## src/rtl/emu_ctrl_pkg.sv

```systemverilog
// Shared definitions for the emulator control responder:
// register offsets, AXI response codes, CTRL bit positions.
package emu_ctrl_pkg;

   localparam logic [31:0] ID_VALUE_DEF = 32'h454D5543;

   localparam logic [4:0] OFF_ID      = 5'h00;
   localparam logic [4:0] OFF_CTRL    = 5'h04;
   localparam logic [4:0] OFF_STATUS  = 5'h08;
   localparam logic [4:0] OFF_CMD     = 5'h0C;
   localparam logic [4:0] OFF_SCRATCH = 5'h10;
   localparam logic [4:0] OFF_CYC_LO  = 5'h14;
   localparam logic [4:0] OFF_CYC_HI  = 5'h18;

   localparam logic [1:0] RESP_OKAY   = 2'b00;
   localparam logic [1:0] RESP_SLVERR = 2'b10;

   localparam int CTRL_PAUSE     = 0;
   localparam int CTRL_RESET_REQ = 1;

   function automatic logic [31:0] byte_mask(input logic [3:0] strb);
      return {{8{strb[3]}}, {8{strb[2]}}, {8{strb[1]}}, {8{strb[0]}}};
   endfunction

endpackage

```

## src/rtl/emu_cycle_counter.sv

```systemverilog
// Free-running 64-bit cycle counter; a read of the low word
// freezes the high word into a shadow so the pair is coherent.
module emu_cycle_counter (
   input  logic        clk,
   input  logic        rstn,
   input  logic        en,
   input  logic        lo_rd,
   output logic [63:0] count,
   output logic [31:0] hi_shadow
);

   always_ff @(posedge clk or negedge rstn) begin
      if (!rstn) begin
         count     <= '0;
         hi_shadow <= '0;
      end else begin
         if (en) count <= count + 64'd1;
         if (lo_rd) hi_shadow <= count[63:32];
      end
   end

endmodule

```

## src/rtl/emu_ctrl_responder.sv

```systemverilog
// AXI4-Lite control/status register file for the emulator core.
// Define EMU_CTRL_STRB_EN to honour per-byte write strobes.
module emu_ctrl_responder
   import emu_ctrl_pkg::*;
#(
   parameter int          ADDR_WIDTH = 32,
   parameter logic [31:0] ID_VALUE   = ID_VALUE_DEF
) (
   input  logic                  clk,
   input  logic                  rstn,
   input  logic                  s_axi_awvalid,
   output logic                  s_axi_awready,
   input  logic [ADDR_WIDTH-1:0] s_axi_awaddr,
   input  logic [2:0]            s_axi_awprot,
   input  logic                  s_axi_wvalid,
   output logic                  s_axi_wready,
   input  logic [31:0]           s_axi_wdata,
   input  logic [3:0]            s_axi_wstrb,
   output logic                  s_axi_bvalid,
   input  logic                  s_axi_bready,
   output logic [1:0]            s_axi_bresp,
   input  logic                  s_axi_arvalid,
   output logic                  s_axi_arready,
   input  logic [ADDR_WIDTH-1:0] s_axi_araddr,
   input  logic [2:0]            s_axi_arprot,
   output logic                  s_axi_rvalid,
   input  logic                  s_axi_rready,
   output logic [31:0]           s_axi_rdata,
   output logic [1:0]            s_axi_rresp,
   input  logic [31:0]           status_in,
   output logic                  ctrl_pause,
   output logic                  ctrl_reset_req,
   output logic [7:0]            cmd_pulse
);

   logic                  live;
   logic                  aw_held;
   logic                  w_held;
   logic [ADDR_WIDTH-1:0] aw_addr_q;
   logic [31:0]           w_data_q;
   logic [3:0]            w_strb_q;
   logic [1:0]            ctrl_q;
   logic [31:0]           scratch_q;
   logic [63:0]           count;
   logic [31:0]           hi_shadow;

   logic                  aw_hs;
   logic                  w_hs;
   logic                  ar_hs;
   logic                  commit;
   logic [ADDR_WIDTH-1:0] wa;
   logic [31:0]           wd;
   logic [3:0]            ws;
   logic [31:0]           mask;
   logic                  strb_ok;
   logic [4:0]            w_off;
   logic [4:0]            r_off;
   logic                  w_up0;
   logic                  r_up0;
   logic                  wr_ctrl;
   logic                  wr_cmd;
   logic                  wr_scr;
   logic                  wr_ok;
   logic                  lo_rd;
   logic [31:0]           rd_data;
   logic [1:0]            rd_resp;
   logic                  unused;

   // live keeps every ready low until the first edge out of reset
   assign s_axi_awready = live && !aw_held && !s_axi_bvalid;
   assign s_axi_wready  = live && !w_held && !s_axi_bvalid;
   assign s_axi_arready = live && !s_axi_rvalid;

   assign aw_hs  = s_axi_awvalid && s_axi_awready;
   assign w_hs   = s_axi_wvalid && s_axi_wready;
   assign ar_hs  = s_axi_arvalid && s_axi_arready;
   assign commit = (aw_hs || aw_held) && (w_hs || w_held);

   assign wa = aw_held ? aw_addr_q : s_axi_awaddr;
   assign wd = w_held ? w_data_q : s_axi_wdata;
   assign ws = w_held ? w_strb_q : s_axi_wstrb;

   assign w_off = {wa[4:2], 2'b00};
   assign w_up0 = (wa[ADDR_WIDTH-1:5] == '0);
   assign r_off = {s_axi_araddr[4:2], 2'b00};
   assign r_up0 = (s_axi_araddr[ADDR_WIDTH-1:5] == '0);

`ifdef EMU_CTRL_STRB_EN
   assign strb_ok = 1'b1;
   assign mask    = byte_mask(ws);
`else
   assign strb_ok = (ws == 4'hF);
   assign mask    = '1;
`endif

   always_comb begin
      wr_ctrl = 1'b0;
      wr_cmd  = 1'b0;
      wr_scr  = 1'b0;
      if (commit && w_up0 && strb_ok) begin
         unique case (1'b1)
            (w_off == OFF_CTRL):    wr_ctrl = 1'b1;
            (w_off == OFF_CMD):     wr_cmd  = 1'b1;
            (w_off == OFF_SCRATCH): wr_scr  = 1'b1;
            default: ;
         endcase
      end
   end

   assign wr_ok = wr_ctrl || wr_cmd || wr_scr;

   always_comb begin
      rd_data = '0;
      rd_resp = RESP_OKAY;
      if (!r_up0) begin
         rd_resp = RESP_SLVERR;
      end else begin
         case (r_off)
            OFF_ID:      rd_data = ID_VALUE;
            OFF_CTRL:    rd_data = {30'd0, ctrl_q};
            OFF_STATUS:  rd_data = status_in;
            OFF_CMD:     rd_data = '0;
            OFF_SCRATCH: rd_data = scratch_q;
            OFF_CYC_LO:  rd_data = count[31:0];
            OFF_CYC_HI:  rd_data = hi_shadow;
            default:     rd_resp = RESP_SLVERR;
         endcase
      end
   end

   assign lo_rd = ar_hs && r_up0 && (r_off == OFF_CYC_LO);

   always_ff @(posedge clk or negedge rstn) begin
      if (!rstn) begin
         live      <= 1'b0;
         aw_held   <= 1'b0;
         w_held    <= 1'b0;
         aw_addr_q <= '0;
         w_data_q  <= '0;
         w_strb_q  <= '0;
      end else begin
         live <= 1'b1;
         if (commit) begin
            aw_held <= 1'b0;
            w_held  <= 1'b0;
         end else begin
            if (aw_hs) begin
               aw_held   <= 1'b1;
               aw_addr_q <= s_axi_awaddr;
            end
            if (w_hs) begin
               w_held   <= 1'b1;
               w_data_q <= s_axi_wdata;
               w_strb_q <= s_axi_wstrb;
            end
         end
      end
   end

   always_ff @(posedge clk or negedge rstn) begin
      if (!rstn) begin
         s_axi_bvalid <= 1'b0;
         s_axi_bresp  <= RESP_OKAY;
         ctrl_q       <= '0;
         scratch_q    <= '0;
         cmd_pulse    <= '0;
      end else begin
         if (commit) begin
            s_axi_bvalid <= 1'b1;
            s_axi_bresp  <= wr_ok ? RESP_OKAY : RESP_SLVERR;
         end else if (s_axi_bready) begin
            s_axi_bvalid <= 1'b0;
         end
         if (wr_ctrl)
            ctrl_q <= (ctrl_q & ~mask[1:0]) | (wd[1:0] & mask[1:0]);
         if (wr_scr)
            scratch_q <= (scratch_q & ~mask) | (wd & mask);
         cmd_pulse <= wr_cmd ? (wd[7:0] & mask[7:0]) : 8'h00;
      end
   end

   always_ff @(posedge clk or negedge rstn) begin
      if (!rstn) begin
         s_axi_rvalid <= 1'b0;
         s_axi_rdata  <= '0;
         s_axi_rresp  <= RESP_OKAY;
      end else if (ar_hs) begin
         s_axi_rvalid <= 1'b1;
         s_axi_rdata  <= rd_data;
         s_axi_rresp  <= rd_resp;
      end else if (s_axi_rready) begin
         s_axi_rvalid <= 1'b0;
      end
   end

   emu_cycle_counter u_cnt (
      .clk       (clk),
      .rstn      (rstn),
      .en        (!ctrl_q[CTRL_PAUSE]),
      .lo_rd     (lo_rd),
      .count     (count),
      .hi_shadow (hi_shadow)
   );

   assign ctrl_pause     = ctrl_q[CTRL_PAUSE];
   assign ctrl_reset_req = ctrl_q[CTRL_RESET_REQ];

   assign unused = ^{s_axi_awprot, s_axi_arprot, wa[1:0], s_axi_araddr[1:0]};

endmodule
```

## config.mk

```make
export PLATFORM = sky130hd
export DESIGN_NAME = emu_ctrl_responder
export DESIGN_NICKNAME = d
export VERILOG_FILES = /design/src/rtl/emu_ctrl_pkg.sv /design/src/rtl/emu_cycle_counter.sv /design/src/rtl/emu_ctrl_responder.sv
export SDC_FILE = /design/constraint.sdc
export NUM_CORES = 1
export LEC_CHECK = 0
export CORE_MARGIN = 4
export CORE_UTILIZATION = 59
export CTS_BUF_LIST = sky130_fd_sc_hd__clkbuf_8
export CTS_CLUSTER_DIAMETER = 100
export DETAILED_ROUTE_END_ITERATION = 16
export PLACE_DENSITY = 0.95
export SLEW_MARGIN = 25
export SYNTH_ARGS = -nofsm -noshare
export SYNTH_HDL_FRONTEND = slang
export SYNTH_SLANG_ARGS = --single-unit
```

## constraint.sdc

```tcl
create_clock -name clk -period 3.5 [get_ports clk]
set_input_delay 0.35 -clock clk [delete_from_list [all_inputs] [get_ports clk]]
set_output_delay 0.35 -clock clk [all_outputs]
set_load 0.03 [all_outputs]
```

## Yosys cells after proc, flatten, opt, wreduce, memory -nomap -nowiden

Cells that the tools add are included.

| word-level totals | value |
|---|---|
| input bits | 145 |
| latch bits | 0 |
| bits in read-only memories | 0 |
| memory bits (writable) | 0 |
| memories kept | 0 |
| register bits | 247 |
| word-level logic and storage cells | 82 |

| operators by class | value |
|---|---|
| reductions and logical operators | 31 |
| $add $sub $neg | 1 |
| $mul | 0 |
| divide/modulo/power cells | 0 |
| shift operators | 0 |
| order comparisons | 0 |
| eq/ne operators | 10 |
| bitwise operators | 1 |
| muxes and demuxes | 23 |

Operators with widths:

| cell | count |
|---|---|
| 32-bit one-hot mux with 6 select lines | 1 |
| 32-bit two-way mux | 3 |
| 64-bit by 1-bit adder with 64-bit output, second input constant | 1 |
| 27-bit logical NOT | 2 |
| 1-bit two-way mux | 14 |
| 1-bit logical AND | 13 |
| 3-bit equality test, second input constant | 4 |
| 3-bit by 2-bit equality test with 1-bit output, second input constant | 3 |
| 8-bit two-way mux | 1 |
| 2-bit nonzero test | 4 |
| 7-bit OR reduction | 1 |
| 3-bit by 1-bit equality test with 1-bit output, second input constant | 2 |
| 2-bit two-way mux | 3 |
| 5-bit logical NOT | 1 |
| 4-bit equality test, second input constant | 1 |
| 1-bit logical NOT | 4 |
| 1-bit logical OR | 4 |
| 4-bit two-way mux | 1 |
| 2-bit AND reduction | 2 |
| 1-bit inverter | 1 |

## Longest topological paths before layout

Gate-level depths: netlist of the first run.

| depth | value |
|---|---|
| depth in word-level cells | 12 |
| depth in mapped cells | 7 |
| mapped depth without buffers | 6 |

## Modules after synthesis

A second synthesis of the first run with hierarchy kept.

| second synthesis, totals | value |
|---|---|
| cells, all modules | 941 |
| area, all modules | 11230.8 um2 |

By module, submodules not included:

| module | cells an instance | area each (um2) | instances |
|---|---|---|---|
| emu_ctrl_responder | 604 | 7149.4 | 1 |
| emu_cycle_counter | 337 | 4081.4 | 1 |

## Least setup slack after synthesis of the first run

OpenSTA, ideal clock, no wires.

| timing path | value |
|---|---|
| path type | register -> register |
| from | register s_axi_rvalid |
| to | register u_cnt.hi_shadow[10] |
| cell stages (with the launch flop) | 8 |
| slack | 0.743 ns |
| buffers on the path | 2 |
| data required time | 3.375 ns |
| arrival | 2.632 ns |
| cells stage by stage | dfrtp_1 -> nor2b_1 -> nand2_1 -> nor4_1 -> and2_1 -> clkbuf_1 -> buf_2 -> mux2_2 |

| between the ends | value |
|---|---|
| word-level cells in the longest chain between the ends | 5 |

Ends and longest elaborated chain:

| item | RTL line | source |
|---|---|---|
| start, declared | emu_ctrl_responder.sv:26 | `output logic s_axi_rvalid,` |
| start signal, assigned | emu_ctrl_responder.sv:184 | `s_axi_rvalid <= 1'b0;` |
| start signal, assigned | emu_ctrl_responder.sv:188 | `s_axi_rvalid <= 1'b1;` |
| start signal, assigned | emu_ctrl_responder.sv:192 | `s_axi_rvalid <= 1'b0;` |
| 1-bit logical NOT | emu_ctrl_responder.sv:72 | `assign s_axi_arready = live && !s_axi_rvalid;` |
| 1-bit logical AND | emu_ctrl_responder.sv:72 |  |
| via s_axi_arready | emu_ctrl_responder.sv:23 | `output logic s_axi_arready,` |
| 1-bit logical AND | emu_ctrl_responder.sv:76 | `assign ar_hs = s_axi_arvalid && s_axi_arready;` |
| 1-bit logical AND (2 in a row) | emu_ctrl_responder.sv:131 | `assign lo_rd = ar_hs && r_up0 && (r_off == OFF_CYC_LO);` |
| end signal, assigned | emu_cycle_counter.sv:18 | `if (lo_rd) hi_shadow <= count[63:32];` |
| end, declared | emu_cycle_counter.sv:9 | `output logic [31:0] hi_shadow` |

The timed path passes the listed nets, and every way through them passes these cells.
A chain may end at the register's enable or synchronous reset.

## Worst setup path after layout of the first run

| timing path | value |
|---|---|
| from | register live |
| to | register s_axi_rdata[29] |

| between the ends | value |
|---|---|
| word-level cells in the longest chain between the ends | 2 |

Ends and longest elaborated chain:

| item | RTL line | source |
|---|---|---|
| start, declared | emu_ctrl_responder.sv:36 | `logic live;` |
| start signal, assigned | emu_ctrl_responder.sv:135 | `live <= 1'b0;` |
| start signal, assigned | emu_ctrl_responder.sv:142 | `live <= 1'b1;` |
| 1-bit logical AND | emu_ctrl_responder.sv:72 |  |
| 1-bit logical AND | emu_ctrl_responder.sv:76 |  |
| end signal, assigned | emu_ctrl_responder.sv:189 | `s_axi_rdata <= rd_data;` |
| end, declared | emu_ctrl_responder.sv:28 | `output logic [31:0] s_axi_rdata,` |

Every way passes these cells.

==> out/summary.md, run 1 <==
Between clock sinks in the finished design, the worst skew comes to 0.0347 ns. The tools report the relative contribution of sequential cells to total power as 49.0%. The buffer type at the clock tree root is clkbuf_8. Setup violations remaining at the end of the flow were counted as 0.

The run gives 36.0% as the max-slew headroom at the worst pin. The count of flip-flops with a built-in enable after synthesis was 0; the number of cells produced by synthesis was 951. The DRC marker count from the first detailed-route iteration was 651. 196 I/O pins were placed. The die height was 145 um; the internal power of the cells was 0.00524 W.

After clock tree synthesis, the clock-pin slew on the worst setup and hold paths is 0.07 ns. For the number of hold-slack violations in the final timing report, the log shows 0. The clock net in this run drives a total of 243 sinks. Based on the critical path, the design can be clocked at up to 366 MHz. The startpoint type of the worst setup path was a flip-flop. The most numerous cell type found on the critical path is nand2_1. Of the total power, the clock network draws 32.6%. The synthesized netlist occupies a cell area of 0.0111 mm2. The number of max-cap violations is 0, and the post-synthesis to final-layout area growth is 25.5%.

The async set-reset flop share out of synthesis is 100%. In the final design database the tool counted 1290 nets. Remaining global-route overflow: 0. The ratio of cells with drive above 1 in the final layout was 19.9%; the total power divided by cell area was 512 mW/mm2. From left edge to right edge, the die measures 145 um.

In this run the number of H-tree levels came out at 2. The shortest clock period the worst path allows after layout is 2.74 ns. Proportion of power drawn by combinational gates: 18.5%. The finished cells cover 0.0140 mm2. The run gives 0 as the remaining antenna violation count after routing.

The tools report the post-CTS setup-driven buffer insertion count as 0. After detailed routing, the number of remaining DRC violations is 0. For this run, the number of Yosys warnings is 0. For the count of distinct cell types in the synthesized netlist, the log shows 51. The flow ran to the end, and the final reports show no timing, DRC or antenna violations.

The number of pins with negative max-slew slack in the final report came out at 0. Summed over all layers, the routed wires come to 30100 um. For the die area, the log shows 0.0211 mm2. TritonCTS built the clock tree. The power spent charging and discharging nets is 0.00190 W.

Routability-driven placement finished with a final weighted congestion of 0.948. The tools report the largest net degree at the start of global routing as 117. The number of buffers inserted during clock tree synthesis came out at 37. The count of buffers added on input and output ports is 183. The clock passes through at most 3 buffers.

On the worst path, the slowest cell contributes a delay of 0.74 ns. The number of flip-flops and latches in the synthesized netlist was 243. Net switching is 26.6% of the power. After detailed routing, the number of vias per cell comes to 6.16. In the layout the commonest cells are 243 x dfrtp_1, 182 x clkdlybuf4s50_1, 152 x mux2_2. Setup repair after global routing left no endpoint under its margin. The via count of the first global-routing pass was 9018.

The critical path is of the reg -> reg type. The detailed placer's ending HPWL is 20800 um, and the final total power is 0.00715 W. Once the floorplan was initialized, standard cells occupied 60.8% of the core. The most common cell after layout, fill and taps aside was dfrtp_1.

The wire length per cell is 21.6 um. The type of the most critical hold path was in -> reg. Buffering stage count on the worst path with inverters included: 0. The routed layout has 8586 vias. Among all flip-flop cells after synthesis, the most frequent one is dfrtp_1.

IR analysis of the VDD net gives a maximum drop of 446 uV. The tools report the cell area after placement as 0.0132 mm2. The floorplan has 49 rows. For the worst setup path, the data arrival time is 3.16 ns. The slowest cell on the critical path is nand2_1.

The tools report the summed negative setup slack over all endpoints as 0 ns. The clock reaches the later pin of the worst-skew pair after 0.54 ns. The leakage power summed over all cells was 6.29 nW. Traced cell by cell, the critical path runs through nor2b_1, nand2_1, nor4_1, nand2_1, o21ai_0.

The tools report the type of destination of the critical path as a flip-flop. The tools report the area of the core as 0.0183 mm2. The total of fill cells in the finished design is 1030, and the per-instance average area after synthesis is 11.7 um2. The critical path's top delay family was simple AND/OR/NAND/NOR gates. The register-to-register setup slack was 0.76 ns.

In this run the worst path has a maximum fanout of 31. The overall track demand over capacity in global routing was 28.2%. At the pin with the least slew margin, the transition time is 0.959 ns. Before antenna repair, the detailed router went through 6 iterations.

The run gives 1 as the number of antenna violations at the first check in global routing. Cells fill 76.4% of the core in the end. The global-route wire length before repair came out at 48600 um.

The share of the clock period used by the worst path is 78.2%, and the required time of the critical path is 3.92 ns. The run gives 54.7% as the sequential-to-total area share from yosys stat.
synthesized netlist by cell type, types with 5 or more instances:
library cell / number / area, um2
nand2_1: 83 / 312
mux2_2: 152 / 1710
nor4_1: 23 / 144
xnor2_1: 31 / 272
nor3_2: 5 / 50.1
a221oi_1: 20 / 175
xor2_1: 32 / 280
mux2i_1: 25 / 250
dfrtp_1: 243 / 6080
a22o_1: 19 / 166
nand3_1: 23 / 115
nor2_1: 33 / 124
nor2b_1: 6 / 37.5
clkbuf_1: 40 / 150
o21ai_0: 48 / 240
nor3_1: 20 / 100
a211oi_1: 11 / 82.6
nand4_1: 22 / 138
inv_1: 35 / 131
a21oi_1: 20 / 100
area by class of cell:
cell class	instances	area (um2)	share of cell area (%)
flip-flops and latches	243	6080	43.6
multi-input cells	624	4720	33.8
clock inverters	11	72.6	0.520
well taps	229	287	2.05
diodes	1	2.50	0.0179
repair buffers	203	2010	14.4
clock buffers	47	647	4.64
inverters	35	131	0.942
routing by layer:
metal,track usage [%],vias up,part of all wire (%)
li1,-,3800,-
met1,35.5,4243,38
met2,46.8,445,49
met3,9.01,96,10
met4,9.02,2,3.0
met5,0,-,0.043
stage by stage:
stage          hold WS (ns)  setup WS (ns)  instances
2_1_floorplan        0.0544          0.743        952
3_3_place_gp          0.461          0.553       1333
3_5_place_dp          0.470          0.414       1333
4_1_cts               0.359          0.858       1392
5_1_grt               0.371          0.535       1392
6_report              0.373          0.765       1393
logic make-up (layout without fill, tap and decap cells):
family / Yosys count / in the layout / share of synthesized area [%]
AO/OA/AOI/OAI: 127 / 127 / 7.55
multiplexers: 178 / 178 / 17.8
buffers and inverters: 85 / 296 / 3.04
AND/OR/NAND/NOR: 252 / 252 / 11.8
other: 2 / 4 / 0.0676
adder cells (fa/ha/maj): 1 / 1 / 0.113
XOR/XNOR: 63 / 63 / 4.96
flip-flops: 243 / 243 / 54.7
worst reg2reg max path: stages (launching register included):
cell and delay, ns:
dfrtp_1 0.51, nor2b_1 0.25, nand2_1 0.10, nor4_1 0.59
nand2_1 0.74, o21ai_0 0.44
sequential cells by signal (all words and copies together), names as in the netlist:
name and cells:
w_strb_q 4, cmd_pulse 8, s_axi_bresp 1, w_held 1, aw_held 1, w_data_q 32, s_axi_bvalid 1, s_axi_rdata 32
scratch_q 32, s_axi_rvalid 1, ctrl_q 2, u_cnt.hi_shadow 32, u_cnt.count 64, live 1, s_axi_rresp 1, aw_addr_q 30
power groups by stage:
stage	clock network, W	registers (W)	logic [W]
global placement	0	0.00348	0.00124
floorplan	0	0.00344	0.000885
CTS	0.00234	0.00349	0.00133
finish	0.00233	0.00350	0.00132
detailed placement	0	0.00353	0.00130
global route	0.00248	0.00354	0.00142
final timing paths:
check | startpoint | depth (start not counted) | endpoint
max reg2reg | live | 5 | s_axi_rdata[29]
max in group asynchronous | rstn | 3 | w_strb_q[1]
min reg2reg | s_axi_rdata[8] | 2 | s_axi_rdata[8]
max | live | 5 | s_axi_rdata[29]
min in group asynchronous | rstn | 2 | s_axi_rdata[30]
min | s_axi_bready | 2 | s_axi_bvalid
what timing repair did:
item	4_1_cts	5_1_grt
hold buffers	1	0
resized for setup	0	0
hold endpoints to repair	114	0
(Power assumes the default switching activity.)
==> inputs of run 2 (changes only) <==
--- a/config.mk
+++ b/config.mk
@@ -6,11 +6,11 @@
 export NUM_CORES = 1
 export LEC_CHECK = 0
 export CORE_MARGIN = 4
-export CORE_UTILIZATION = 59
+export CORE_UTILIZATION = 50
 export CTS_BUF_LIST = sky130_fd_sc_hd__clkbuf_8
 export CTS_CLUSTER_DIAMETER = 100
 export DETAILED_ROUTE_END_ITERATION = 16
-export PLACE_DENSITY = 0.95
+export PLACE_DENSITY = 0.87
 export SLEW_MARGIN = 25
 export SYNTH_ARGS = -nofsm -noshare
 export SYNTH_HDL_FRONTEND = slang
==> constraint.sdc (replaced) <==
create_clock -name clk -period 2.5 [get_ports clk]
set_input_delay 0.25 -clock clk [delete_from_list [all_inputs] [get_ports clk]]
set_output_delay 0.25 -clock clk [all_outputs]
set_load 0.03 [all_outputs]
==> run 2 against run 1 <==
Compared with the run above: die area rose by 17%; highest routed layer unchanged; largest power group unchanged; hold slack got worse by 0.13 ns; critical path depth did not move; core utilization fell by 11 points; clock skew fell by 0.0037 ns; sequential power rose by 39%.
==> out/summary.md, run 2 (same netlist as run 1, synthesis figures left out) <==
The flow ran to the end, and the final reports show no timing, DRC or antenna violations. The tools report the buffer type at the clock tree root as clkbuf_8. The overall track demand over capacity in global routing is 23.2% (-5.0 points). The leakage power summed over all cells is 6.46 nW (+2.8%), and the achievable clock frequency is 420 MHz (+15%). The tools report the I/O pin total as 196 (unchanged). The DRC marker count from the first detailed-route iteration was 492 (-24%).

The final core utilization came out at 65.7% (-11 points). The internal power of the cells came out at 0.00755 W (+44%). For the final setup skew, the log shows 0.0310 ns (-0.00369 ns).

The worst-case vdd ir drop is 492 uV (+10%), and the cell depth of the worst flop-to-flop path is 5 (unchanged). For the via count of the first global-routing pass, the log shows 8657 (-4.0%). Final hold slack: 0.241 ns (-0.132 ns).

For the remaining routing DRC violations, the log shows 0 (unchanged). The number of port buffers is 183 (unchanged). Number of levels in the clock H-tree: 2 (unchanged). For the arrival time of the worst setup path, the log shows 2.82 ns (-0.34 ns).

The number of iterations in the first detailed-routing pass was 5 (-1); the die area was 0.0247 mm2 (+17%). The post-synthesis to final-layout area growth works out to 28.9%. The wire length per cell is 19.6 um (-9.3%), and the largest fanout on the critical path is 11 (-65%). Total routed wirelength: 28900 um (-3.8%). The relative contribution of sequential cells to total power was 47.6% (-1.4 points); the max-slew headroom at the worst pin was 44.5% (+8.6 points). Sequential cell area in the final layout: 0.00608 mm2 (unchanged).

Leaving out fill and tap cells, the most frequent cell in the layout is dfrtp_1. The overall die width was 157 um (+8.2%). The path class of the tightest hold or removal check is in -> async. The proportion of power drawn by combinational gates is 18.3% (-0.2 points), and the total power divided by cell area is 714 mW/mm2 (+39%).

Die height: 157 um (+8.2%). The tools report the remaining global-route overflow as 0 (unchanged). The tools report the largest net degree at the start of global routing as 77 (-34%). TritonCTS built the clock tree. The clock-pin slew on the worst setup and hold paths came out at 0.07 ns (about the same). The register with the most flip-flops in the final layout is u_cnt.count.

Maximum buffer depth of the clock tree: 3 (unchanged). The ratio of cells with drive above 1 in the final layout came out at 22.4% (+2.4 points). The clock sink count is 243 (unchanged), and the fraction of power spent switching nets is 26.2% (-0.40 points).

Setup repair after global routing left no endpoint under its margin. The detail-routed via count per cell was 5.68 (-7.8%); the multi-input gate area in the final layout was 0.00473 mm2 (+0.29%). The run gives 8393 (-2.2%) as the number of vias after detailed routing. For the area of the core, the log shows 0.0218 mm2 (+19%). The worst-skew pair later-pin latency was 0.54 ns (about the same). The required time of the critical path came out at 2.94 ns (-0.98 ns).

STA classifies the critical path endpoint as a flip-flop. The tools report the capture point of the worst reg-to-reg path as u_cnt.count[63]. In this run the critical register-to-register path is launched from u_cnt.count[7]. The tools report the number of pins with negative max-slew slack in the final report as 0 (unchanged). The worst setup path is of the reg -> reg kind. The actual slew at the worst max-slew pin was 0.831 ns (-0.128 ns); the remaining antenna violation count after routing was 0 (unchanged). The minimum setup slack after placement came out at -0.150 ns (-0.564 ns). Number of nets in the layout: 1317 (+2.1%).

The library cells used most frequently in the layout, excluding fill and tap cells, are 243 x dfrtp_1, 182 x clkdlybuf4s50_1, 152 x mux2_2. The logs give 0 (unchanged) for the number of hold-slack violations in the final timing report and 0.12 ns (-0.65 ns) for the register-to-register setup slack. The critical path capture point is u_cnt.count[63]. Post-CTS setup-driven buffer insertion count: 0 (unchanged). Shortest clock period the worst path allows after layout: 2.38 ns (-0.352 ns). The summed negative setup slack over all endpoints is 0 ns (unchanged). For the final total power, the log shows 0.0102 W (+43%).

For the initial cell density of the core, the log shows 50.9% (-9.9 points). The tools report the number of antenna violations at the first check in global routing as 1 (unchanged). The run gives 1586 (+54%) as the total of fill cells in the finished design. The global-route wire length before repair was 45400 um (-6.5%); the number of standard-cell rows in the floorplan was 54 (+10%).

The tools report the origin of the worst setup path as u_cnt.count[7]. The worst setup path is launched from a flip-flop. The clock power share is 34.1% (+1.5 points).

Power spent charging and discharging nets: 0.00268 W (+41%). The global placer's final weighted congestion was 0.948 (about the same); the share of the clock period used by the worst path was 95.3% (+17 points). Final antenna diode count: 0 (-1). For the number of max-cap violations, the log shows 0 (unchanged). Number of buffers inserted during clock tree synthesis: 39 (+5.4%).

The post-route worst setup slack is 0.116 ns (-0.648 ns), and the final count of negative-setup-slack endpoints is 0 (unchanged). The number of flip-flops under the largest register name works out to 64 (unchanged). The detailed placer's ending HPWL came out at 21100 um (+1.7%).
-- run 2: cell count changes in the layout (fill, tap and decap cells not counted), moves of 2 or more --
cell        previous run  this run
clkbuf_8              47        52
buf_4                 17        40
clkinv_2               0         2
clkinvlp_4             0         3
buf_12                 2         4
-- run 2: worst min-delay path by stage --
| stage | end | slack [ns] | cells after the start |
|---|---|---|---|
| final | s_axi_rdata[27] | 0.24 | 2 |
| after global routing | s_axi_rvalid | 0.27 | 2 |
| after CTS | s_axi_rvalid | 0.25 | 2 |
| after detailed placement | s_axi_rdata[24] | 0.27 | 1 |
| after global placement | s_axi_rdata[22] | 0.27 | 1 |
| after floorplan | aw_addr_q[10] | -0.05 | 0 |
-- run 2: layer usage --
metal | routed length [um] | up-vias | GRT usage, %
met2 | 13700 | 326 | 38.3
met3 | 2560 | 55 | 5.88
met1 | 12000 | 4176 | 30.8
met5 | 12 | - | 0
met4 | 670 | 2 | 6.19
li1 | - | 3834 | -
-- run 2: area by class of cell --
type	instances	area share (%)
flip-flops and latches	243	42.4
multi-input cells	624	33.0
repair buffers	228	15.5
clock buffers	52	4.99
well taps	280	2.44
inverters	35	0.917
clock inverters	15	0.672
-- run 2: timing repair --
item / 4_1_cts / 5_1_grt
resized for setup: 0 / 1
hold buffers: 1 / 0
endpoints found under the setup margin: 0 / 1
endpoints found under the hold margin: 70 / 0
-- run 2: through the flow --
stage / cells / area, um2
3_3_place_gp: 1409 / 13500
3_5_place_dp: 1409 / 13500
4_1_cts: 1477 / 14300
6_report: 1477 / 14300
5_1_grt: 1477 / 14300
2_1_floorplan: 952 / 11100
-- run 2: worst max-delay path, cell delays in order (launching register included) --
cell and delay [ns]:
dfrtp_1 0.44, nand4_2 0.18, or4_4 0.61, or4_4 0.66
nor4_2 0.23, xor2_1 0.16
-- run 2: power groups by stage --
| stage | clock network [W] | logic (W) | registers [W] |
|---|---|---|---|
| after floorplan | 0 | 0.00124 | 0.00481 |
| after global placement | 0 | 0.00179 | 0.00488 |
| after detailed placement | 0 | 0.00188 | 0.00494 |
| after CTS | 0.00356 | 0.00189 | 0.00487 |
| after global routing | 0.00373 | 0.00203 | 0.00493 |
| final | 0.00349 | 0.00187 | 0.00487 |
==> inputs of run 3 (changes only) <==
--- a/config.mk
+++ b/config.mk
@@ -10,7 +10,7 @@
 export CTS_BUF_LIST = sky130_fd_sc_hd__clkbuf_8
 export CTS_CLUSTER_DIAMETER = 100
 export DETAILED_ROUTE_END_ITERATION = 16
-export PLACE_DENSITY = 0.87
+export PLACE_DENSITY = 0.79
 export SLEW_MARGIN = 25
 export SYNTH_ARGS = -nofsm -noshare
 export SYNTH_HDL_FRONTEND = slang
==> run 3 against run 2 <==
Compared with the run above: wire length shrank 5.1%; clock skew shrank 0.0076 ns; sequential share of layout area grew 0.071 points; sequential power is essentially flat; combinational power shrank 2%; via count shrank 0.89%; largest cell class unchanged; count of clock-buffer cells in the layout is the same; global-route usage shrank 0.93 points; first-iteration DRC count grew 1.4%; register-to-register slack gained 0.03 ns; highest routed layer is now met4.
==> out/summary.md, run 3 (same netlist as run 1, synthesis figures left out) <==
The critical path is of the reg -> reg type. The tools report the cell area after placement as 0.0135 mm2 (-0.24%). In this run the worst setup path begins at u_cnt.count[10]. The overall die width came out at 157 um (unchanged). Setup repair after global routing left no endpoint under its margin. The largest incremental delay on the critical path is 0.67 ns (about the same), and the ratio of cells with drive above 1 in the final layout is 22.0% (-0.36 points).

The buffering stage count on the worst path with inverters included was 0 (unchanged). Walking the worst path, the cells encountered are nand4_1, or4_4, or4_1, nor3_2, xor2_1. The share of the clock period used by the worst path works out to 94.3% (-1.1 points). TritonCTS built the clock tree.

The type of the most critical hold path is in -> async. The final setup skew came out at 0.0234 ns (-0.00764 ns). The logs give 0.0143 mm2 (-0.17%) for the post-route cell area and 0.262 ns (+0.0210 ns) for the final hold slack. The critical path's top delay family is simple AND/OR/NAND/NOR gates. For the worst-skew pair later-pin latency, the log shows 0.54 ns (about the same).

The clock-pin slew on the worst setup and hold paths was 0.06 ns (about the same); the remaining global-route overflow was 0 (unchanged). The area of the core was 0.0218 mm2 (unchanged). DRC marker count from the first detailed-route iteration: 499 (+1.4%).

The sequential cell area in the final layout was 0.00608 mm2 (unchanged); the total power divided by cell area was 713 mW/mm2 (about the same). The worst setup path is captured at a flip-flop. The logs give 2.94 ns (about the same) for the required time of the critical path and 0 (unchanged) for the number of hold-slack violations in the final timing report. The final antenna diode count was 0 (unchanged). The wire length per cell came out at 18.6 um (-4.9%). The total of fill cells in the finished design was 1658 (+4.5%). For the die area, the log shows 0.0247 mm2 (unchanged). The logs give 0 (-1) for the number of antenna violations at the first check in global routing and 0 (unchanged) for the number of pins with negative max-slew slack in the final report. Detail-routed via count per cell: 5.64 (-0.69%).

Leaving out fill and tap cells, the most frequent cell in the layout is dfrtp_1. The run gives 43700 um (-3.8%) as the global-route wire length before repair. The via count of the first global-routing pass was 8304 (-4.1%). For the global placer's final weighted congestion, the log shows 0.895 (-5.6%).

The slowest cell on the critical path was or4_1. The final count of negative-setup-slack endpoints came out at 0 (unchanged). The overall track demand over capacity in global routing is 22.2% (-0.93 points), and the max-slew headroom at the worst pin is 37.5% (-7.0 points). The remaining routing DRC violations was 0 (unchanged); the number of port buffers was 183 (unchanged). The library cells used most frequently in the layout, excluding fill and tap cells, are 243 x dfrtp_1, 182 x clkdlybuf4s50_1, 152 x mux2_2. The minimum setup slack after placement is -0.0138 ns (+0.136 ns). STA classifies the critical path startpoint as a flip-flop.

For the initial cell density of the core, the log shows 50.9% (unchanged). Number of flip-flops under the largest register name: 64 (unchanged). The tools report the largest net degree at the start of global routing as 81 (+5.2%). The achievable clock frequency was 424 MHz (+1.1%); the post-synthesis to final-layout area growth was 28.7%. Register with the highest flop count: u_cnt.count. The buffer type at the clock tree root is clkbuf_8. The number of max-cap violations is 0 (unchanged).

The startpoint of the worst-slack reg-to-reg timing path is u_cnt.count[10]. The largest fanout on the critical path was 6 (-5). The final total power came out at 0.0102 W (-0.23%).

The post-route worst setup slack came out at 0.143 ns (+0.0270 ns). The die height was 157 um (unchanged). The leakage power summed over all cells was 6.45 nW (-0.16%). Clock sink count: 243 (unchanged).

Multi-input gate area in the final layout: 0.00472 mm2 (-0.13%). The maximum buffer depth of the clock tree is 3 (unchanged), and the number of nets in the layout is 1311 (-0.46%). The number of cells upsized or downsized after cts was 0 (unchanged); the number of standard-cell rows in the floorplan was 54 (unchanged). The run gives 2.80 ns (-0.02 ns) as the arrival time of the worst setup path. The run gives 27400 um (-5.1%) as the total routed wirelength.

The shortest clock period the worst path allows after layout works out to 2.36 ns (-0.0270 ns). The run finished with clean final reports. The number of iterations in the first detailed-routing pass came out at 8 (+3). The tools report the worst-case vdd ir drop as 718 uV (+46%). The summed negative setup slack over all endpoints is 0 ns (unchanged), and the actual slew at the worst max-slew pin is 0.937 ns (+0.106 ns). The tools report the number of levels in the clock H-tree as 2 (unchanged).

For the number of buffers inserted during clock tree synthesis, the log shows 39 (unchanged). The tools report the I/O pin total as 196 (unchanged). The tools report the number of vias after detailed routing as 8318 (-0.89%).

Remaining antenna violation count after routing: 0 (unchanged). The tools report the detailed placer's ending HPWL as 20000 um (-5.4%).
run 3: path summary, 6_finish.rpt:
kind / to / slack [ns] / cells after the start
setup / recovery: u_cnt.count[49] / 0.14 / 5
hold / removal: aw_addr_q[25] / 0.26 / 2
setup reg to reg: u_cnt.count[49] / 0.14 / 5
hold reg to reg: u_cnt.count[63] / 0.47 / 1
max in group asynchronous: u_cnt.hi_shadow[19] / 1.46 / 3
min in group clk: s_axi_bvalid / 0.27 / 2
run 3: per-layer routing:
| metal | wire length (um) | track usage [%] |
|---|---|---|
| met5 | 0 | 0 |
| met4 | 603 | 6.27 |
| met3 | 2780 | 6.96 |
| met2 | 12600 | 35.1 |
| met1 | 11500 | 30.0 |
run 3: report_power, final:
part	internal, W	switching [W]	total, W
clock	0.00197	0.00156	0.00353
sequential	0.00451	0.000338	0.00485
combinational	0.00107	0.000753	0.00183
run 3: final cells by class:
class / instances / area share, %
Clock buffer: 52 / 5.00
Clock inverter: 18 / 0.778
Inverter: 35 / 0.918
Multi-Input combinational cell: 624 / 33.0
Sequential cell: 243 / 42.5
Tap cell: 280 / 2.45
Timing Repair Buffer: 222 / 15.3
run 3: worst register-to-register path: stages, from the launching register on:
cell and delay, ns:
dfrtp_1 0.45, nand4_1 0.22, or4_4 0.56, or4_1 0.67
nor3_2 0.22, xor2_1 0.15
run 3: repair_timing:
action | 4_1_cts | 5_1_grt
hold buffers | 1 | 0
endpoints found under the hold margin | 75 | 0
endpoints found under the setup margin | 0 | 1
buffers inserted | 0 | 0
run 3: stage by stage:
step | utilization [%] | instances
floorplan | - | 952
global placement | 61.7 | 1403
detailed placement | 61.7 | 1403
CTS | 65.6 | 1474
global route | 65.6 | 1474
finish | 65.6 | 1474
